--- src/rtl/mac_psum_accum.sv ---
// Partial-sum accumulator: folds per-group MAC pass results over npass passes, adds bias, saturates.
// Latency 1 cycle from final pass to out_valid; a second finished tile parks in acc (WAIT_OUT) and drops input.
module mac_psum_accum #(
  parameter int MAX_GROUPS = 8,
  parameter int DATA_WIDTH = 8,
  parameter int PASS_BITS  = 8,
  localparam int ACC_W     = 4 * DATA_WIDTH,
  localparam int NG_W      = $clog2(MAX_GROUPS + 1)
) (
  input  logic                          clk,
  input  logic                          rst,
  input  logic                          cfg_valid,
  input  logic [PASS_BITS-1:0]          cfg_num_passes,
  input  logic [MAX_GROUPS*ACC_W-1:0]   cfg_bias,
  input  logic                          in_valid,
  input  logic [MAX_GROUPS*ACC_W-1:0]   in_data,
  input  logic [NG_W-1:0]               in_num_groups,
  output logic                          out_valid,
  input  logic                          out_ready,
  output logic [MAX_GROUPS*ACC_W-1:0]   out_data,
  output logic [NG_W-1:0]               out_num_groups,
  output logic                          busy,
  output logic                          drop_err,
  output logic                          sat_err
);

  typedef logic [MAX_GROUPS-1:0][ACC_W-1:0] lanes_t;

  localparam logic [1:0] S_IDLE  = 2'd0;
  localparam logic [1:0] S_ACCUM = 2'd1;
  localparam logic [1:0] S_WAIT  = 2'd2;

  localparam logic [ACC_W-1:0] SAT_MAX = {1'b0, {(ACC_W-1){1'b1}}};
  localparam logic [ACC_W-1:0] SAT_MIN = {1'b1, {(ACC_W-1){1'b0}}};

  logic [1:0]           state_q, state_d;
  logic [PASS_BITS-1:0] pass_cnt_q, pass_cnt_d;
  logic [PASS_BITS-1:0] npass_q, npass_d;
  lanes_t               bias_q, bias_d;
  logic [NG_W-1:0]      ngroups_q, ngroups_d;
  lanes_t               acc_q, acc_d;
  logic                 out_valid_q, out_valid_d;
  lanes_t               out_data_q, out_data_d;
  logic [NG_W-1:0]      out_ngroups_q, out_ngroups_d;
  logic                 drop_err_q, drop_err_d;
  logic                 sat_err_q, sat_err_d;

  lanes_t               in_lanes;
  lanes_t               cfg_bias_lanes;
  lanes_t               eff_bias;
  lanes_t               sum_lanes;
  logic [MAX_GROUPS-1:0] lane_sat;
  logic [PASS_BITS-1:0] cfg_npass;
  logic [PASS_BITS-1:0] eff_npass;
  logic [NG_W-1:0]      eff_ngroups;
  logic                 cfg_take;
  logic                 first_pass;
  logic                 last_pass;
  logic                 out_free;

  assign in_lanes       = in_data;
  assign cfg_bias_lanes = cfg_bias;

  // A config arriving with pass 0 governs that same pass, so the lane math uses the effective values.
  assign cfg_take    = (state_q == S_ACCUM) && cfg_valid && (pass_cnt_q == '0);
  assign cfg_npass   = (cfg_num_passes == '0) ? PASS_BITS'(1) : cfg_num_passes;
  assign eff_npass   = cfg_take ? cfg_npass : npass_q;
  assign eff_bias    = cfg_take ? cfg_bias_lanes : bias_q;
  assign first_pass  = (pass_cnt_q == '0);
  assign eff_ngroups = first_pass ? in_num_groups : ngroups_q;
  assign last_pass   = (pass_cnt_q == eff_npass - PASS_BITS'(1));
  assign out_free    = !out_valid_q || out_ready;

  for (genvar g = 0; g < MAX_GROUPS; g++) begin : g_lane
    localparam logic [NG_W-1:0] LANE = NG_W'(g);
    logic             act;
    logic             ovf;
    logic [ACC_W-1:0] base;
    logic [ACC_W:0]   wide;

    assign act  = (LANE < eff_ngroups);
    assign base = first_pass ? eff_bias[g] : acc_q[g];
    assign wide = {base[ACC_W-1], base} + {in_lanes[g][ACC_W-1], in_lanes[g]};
    assign ovf  = wide[ACC_W] ^ wide[ACC_W-1];

    assign sum_lanes[g] = !act ? '0 :
                          ovf  ? (wide[ACC_W] ? SAT_MIN : SAT_MAX) :
                                 wide[ACC_W-1:0];
    assign lane_sat[g]  = act && ovf;
  end

  always_comb begin
    state_d       = state_q;
    pass_cnt_d    = pass_cnt_q;
    npass_d       = npass_q;
    bias_d        = bias_q;
    ngroups_d     = ngroups_q;
    acc_d         = acc_q;
    out_valid_d   = out_valid_q;
    out_data_d    = out_data_q;
    out_ngroups_d = out_ngroups_q;
    drop_err_d    = drop_err_q;
    sat_err_d     = sat_err_q;

    if (out_valid_q && out_ready) begin
      out_valid_d = 1'b0;
    end

    case (state_q)
      S_IDLE: begin
        if (in_valid) begin
          drop_err_d = 1'b1;
        end
        if (cfg_valid) begin
          npass_d    = cfg_npass;
          bias_d     = cfg_bias_lanes;
          pass_cnt_d = '0;
          state_d    = S_ACCUM;
        end
      end

      S_ACCUM: begin
        if (cfg_take) begin
          npass_d = cfg_npass;
          bias_d  = cfg_bias_lanes;
        end
        if (in_valid) begin
          if (first_pass) begin
            ngroups_d = in_num_groups;
          end
          if (|lane_sat) begin
            sat_err_d = 1'b1;
          end
          if (last_pass) begin
            pass_cnt_d = '0;
            if (out_free) begin
              out_data_d    = sum_lanes;
              out_ngroups_d = eff_ngroups;
              out_valid_d   = 1'b1;
            end else begin
              acc_d   = sum_lanes;
              state_d = S_WAIT;
            end
          end else begin
            acc_d      = sum_lanes;
            pass_cnt_d = pass_cnt_q + PASS_BITS'(1);
          end
        end
      end

      S_WAIT: begin
        // The transfer cycle still drops input: acc is busy holding the parked tile.
        if (in_valid) begin
          drop_err_d = 1'b1;
        end
        if (out_free) begin
          out_data_d    = acc_q;
          out_ngroups_d = ngroups_q;
          out_valid_d   = 1'b1;
          pass_cnt_d    = '0;
          state_d       = S_ACCUM;
        end
      end

      default: begin
        state_d = S_IDLE;
      end
    endcase
  end

  always_ff @(posedge clk) begin
    if (rst) begin
      state_q       <= S_IDLE;
      pass_cnt_q    <= '0;
      npass_q       <= PASS_BITS'(1);
      bias_q        <= '0;
      ngroups_q     <= '0;
      acc_q         <= '0;
      out_valid_q   <= 1'b0;
      out_data_q    <= '0;
      out_ngroups_q <= '0;
      drop_err_q    <= 1'b0;
      sat_err_q     <= 1'b0;
    end else begin
      state_q       <= state_d;
      pass_cnt_q    <= pass_cnt_d;
      npass_q       <= npass_d;
      bias_q        <= bias_d;
      ngroups_q     <= ngroups_d;
      acc_q         <= acc_d;
      out_valid_q   <= out_valid_d;
      out_data_q    <= out_data_d;
      out_ngroups_q <= out_ngroups_d;
      drop_err_q    <= drop_err_d;
      sat_err_q     <= sat_err_d;
    end
  end

  assign out_valid      = out_valid_q;
  assign out_data       = out_data_q;
  assign out_num_groups = out_ngroups_q;
  assign busy           = (pass_cnt_q != '0) || (state_q == S_WAIT);
  assign drop_err       = drop_err_q;
  assign sat_err        = sat_err_q;

endmodule

--- config.mk ---
export PLATFORM = sky130hd
export DESIGN_NAME = mac_psum_accum
export DESIGN_NICKNAME = d
export VERILOG_FILES = /design/src/rtl/mac_psum_accum.sv
export SDC_FILE = /design/constraint.sdc
export NUM_CORES = 2
export LEC_CHECK = 0
export ABC_CLOCK_PERIOD_IN_PS = 6700
export CAP_MARGIN = 20
export CORE_MARGIN = 10
export CORE_UTILIZATION = 55
export DETAILED_ROUTE_END_ITERATION = 8
export DONT_BUFFER_PORTS = 1
export GPL_TIMING_DRIVEN = 0
export PLACE_DENSITY = 0.73
export SLEW_MARGIN = 20
export SYNTH_ARGS = -nofsm -noshare
export SYNTH_HDL_FRONTEND = slang
export SYNTH_SLANG_ARGS = --single-unit
export TNS_END_PERCENT = 5
--- constraint.sdc ---
create_clock -name clk -period 6.7 [get_ports clk]
set_input_delay 1.34 -clock clk [delete_from_list [all_inputs] [get_ports clk]]
set_output_delay 1.34 -clock clk [all_outputs]
set_load 0.1 [all_outputs]
==> flow_metrics.py <==
metrics = {
    "routing": {
        "routed_via_density": 7.01,
        "drt_iter0_drc": 9596,
        "vias": 60300,
        "drc": 4,
        "wl_per_cell_microns": 33.2,
        "routed_wl_microns": 285000,
        "postRouteAntennaNets": 0,
        "drtPass1Iterations": 9,
    },
    "timing": {
        "period_needed_ps": 6680,
        "fmax_mhz": 150,
        "tightest_slew_ps": 1360,
        "slew_violations": 0,
        "relSlewSlack_pct": 9.62,
        "period_share_pct": 99.7,
        "hold_viol": 0,
        "rsz0062_at_grt": "true",
        "setup_viol": 0,
        "clock_skew_ps": 32.3,
    },
    "clock_tree": {
        "clock_sinks": 797,
        "cts_hold_buffers": 0,
        "h-tree-depth": 3,
        "clk_pin_slew_ps": 70,
        "numCtsBuffers": 91,
        "insertion_delay_ps": 740,
        "cts.path.max_buffers": 3,
        "cts_tree": "done",
        "clock-root-buffer": "clkbuf_16",
    },
    "final_layout": {
        "fin_util_pct": 63.1,
        "final_area_sq_mm": 0.0579,
        "layout-drive-gt1-share_pct": 9.22,
        "fin_nets": 8027,
        "syn_to_final_growth_pct": 13.6,
        "fillers": 8299,
        "regArea_sq_mm": 0.0160,
        "multi_input_area_sq_mm": 0.0337,
    },
    "worst_hold_path": {
        "hold_class": "register to register",
        "hold_start": "bias_q[138]",
    },
    "synth": {
        "async_reset_ff_share_pct": 0,
        "synth_area_per_cell_sq_um": 7.18,
        "synth.distinct_cells": 87,
        "ys_seq_elements": 797,
        "yosys_warnings": 0,
        "yosysSeqAreaShare_pct": 31.3,
        "synthTopCellsByCount": "1394 x nand2_1, 840 x nor2_1, 812 x a21oi_1",
        "yosys.area.top_type_share_pct": 31.3,
        "syn_nets": 7913,
        "syn_area_sq_mm": 0.0510,
        "synth-edff-count": 0,
        "yosys-top-cells-area": "dfxtp_1 31%, nand2_1 10%, a21oi_1 8.0%",
        "synth_flop_cell": "dfxtp_1",
        "syn_inst": 7098,
        "yosysMostFrequentCell": "nand2_1",
        "yosysTopAreaCell": "dfxtp_1",
    },
    "placed_design": {
        "io_buffers": 0,
        "dp_hpwl_microns": 219000,
        "place.gp.congestion": 1.09,
        "place_area_sq_mm": 0.0527,
    },
    "grt": {
        "grt_first_pass_wirelength_microns": 392000,
        "grt_usage_pct": 50.4,
        "grt-ovfl-total": 0,
        "antenna_found_initial": 60,
        "grt_pass1_vias": 54400,
        "grt_max_degree": 15,
    },
    "floorplanning": {
        "dieArea_sq_mm": 0.105,
        "initial_utilization_pct": 55.5,
        "ioPinCount": 793,
        "die_w_microns": 324,
        "rows": 111,
        "dieHeight_microns": 324,
        "coreArea_sq_mm": 0.0918,
    },
    "worst_setup_path": {
        "slowest_delay_ps": 790,
        "critPathKind": "register to register",
        "required_ps": 7260,
        "path_buf_inv": 7,
        "worst_setup_path_start_kind": "register",
        "cp_data_arrival_time_ps": 7240,
        "reg2reg_from": "pass_cnt_q[0]",
        "cp-end-kind": "register",
        "regToRegSetupSlack_ps": 20,
        "path_delay_family": "compound AO/OA/AOI/OAI gates",
        "slowest_stage": "o21ai_0",
        "path_max_fanout": 10,
        "cp-startpoint": "pass_cnt_q[0]",
        "crit_chain": "inv_1, ha_1, or4b_1, buf_2, nor2_2, buf_6, buf_6, buf_4, nor2_1, a31oi_1, ha_1, o211ai_1, o211ai_1, a211oi_2, a211oi_1, or4_1, and3_1, clkbuf_1, o21a_1, clkbuf_2, o21ai_0, a311oi_1",
    },
    "run_status": {
        "status": "complete, but fails checks",
        "violations": "DRC",
    },
    "run": {
        "maxCapViolCount": 0,
    },
}
## sequential cells by signal, summed over array words and instances (netlist names), 2 cells and up
signal and cells:
out_num_groups 4, bias_q 256, npass_q 8, pass_cnt_q 8
out_data 256, acc_q 256, ngroups_q 4, state_q 2
## what timing repair did
| item | 4_1_cts | 5_1_grt |
|---|---|---|
| gates resized for setup | 348 | 223 |
| hold endpoints to repair | 0 | 0 |
| pin swaps | 8 | 24 |
| setup buffers | 5 | 19 |
| endpoints found under the setup margin | 513 | 496 |
## final timing paths
path                                     to  cells after the start
worst max-delay path                sat_err                     22
worst min-delay path            bias_q[138]                      2
worst max register to register      sat_err                     22
worst min register to register  bias_q[138]                      2
## cells in the final DEF, fill, tap and decap left out, drive strengths merged, types with 178 or more instances in the layout
cell / netlist / layout
dfxtp: 797 / 797
o21ai: 218 / 218
nand2: 1394 / 1394
a31oi: 293 / 293
ha: 278 / 278
a21oi: 813 / 813
a211oi: 178 / 178
nor3: 218 / 218
nor2: 840 / 840
clkbuf: 434 / 509
## logic make-up (layout without fill, tap and decap cells)
| logic type | after synthesis | count (layout) | synth area share, % |
|---|---|---|---|
| simple gates | 2945 | 2945 | 24.6 |
| compound gates | 2240 | 2240 | 28.3 |
| flops | 797 | 797 | 31.3 |
| buf+inv | 604 | 791 | 4.71 |
| fa+ha+maj | 286 | 286 | 7.14 |
| xor+xnor | 197 | 197 | 3.39 |
| mux | 29 | 29 | 0.579 |
| other cells | 0 | 64 | 0 |
## worst register-to-register path, cell delays in order, from the launching register on
cell      delay (ps)
dfxtp_1          380
inv_1            110
ha_1             180
or4b_1           420
buf_2            190
nor2_2           150
buf_6            190
buf_6            200
buf_4            340
nor2_1            80
a31oi_1          380
ha_1             370
o211ai_1         130
o211ai_1         200
a211oi_2         480
a211oi_1         240
or4_1            580
and3_1           200
clkbuf_1         200
o21a_1           270
clkbuf_2         250
o21ai_0          790
a311oi_1         170
## layout make-up
cell class / count / area share [%]
clock buffer: 119 / 4.41
clock inverter: 47 / 1.15
antenna: 64 / 0.277
multi-input combinational: 5697 / 58.2
inverter: 60 / 0.404
tap: 1243 / 2.69
sequential: 797 / 27.6
buffer: 530 / 4.75
timing repair buffer: 35 / 0.570
## stage by stage
| step | TNS [ps] | hold WS (ps) | std cells | setup WS (ps) |
|---|---|---|---|---|
| 2_1_floorplan | 0 | 436 | 7098 | 33.5 |
| 3_3_place_gp | -1199110 | 441 | 8341 | -3600 |
| 3_5_place_dp | -1001000 | 447 | 8349 | -3220 |
| 4_1_cts | -817 | 454 | 8509 | -120 |
| 5_1_grt | -1150 | 468 | 8561 | -145 |
| 6_report | 0 | 454 | 8592 | 18.1 |
## layer usage
layer | wire, microns | share of wire [%] | GRT usage [%] | vias to the layer above
met5 | 268 | 0.094 | 0 | -
met4 | 30100 | 11 | 42.8 | 24
met3 | 47300 | 17 | 25.1 | 1448
met2 | 114000 | 40 | 72.5 | 5056
met1 | 93100 | 33 | 54.9 | 28000
li1 | - | - | - | 25700
Power is left out: the tool's default activity adds up to more than one toggle a clock period on the data nets, which glitch-free logic cannot reach.
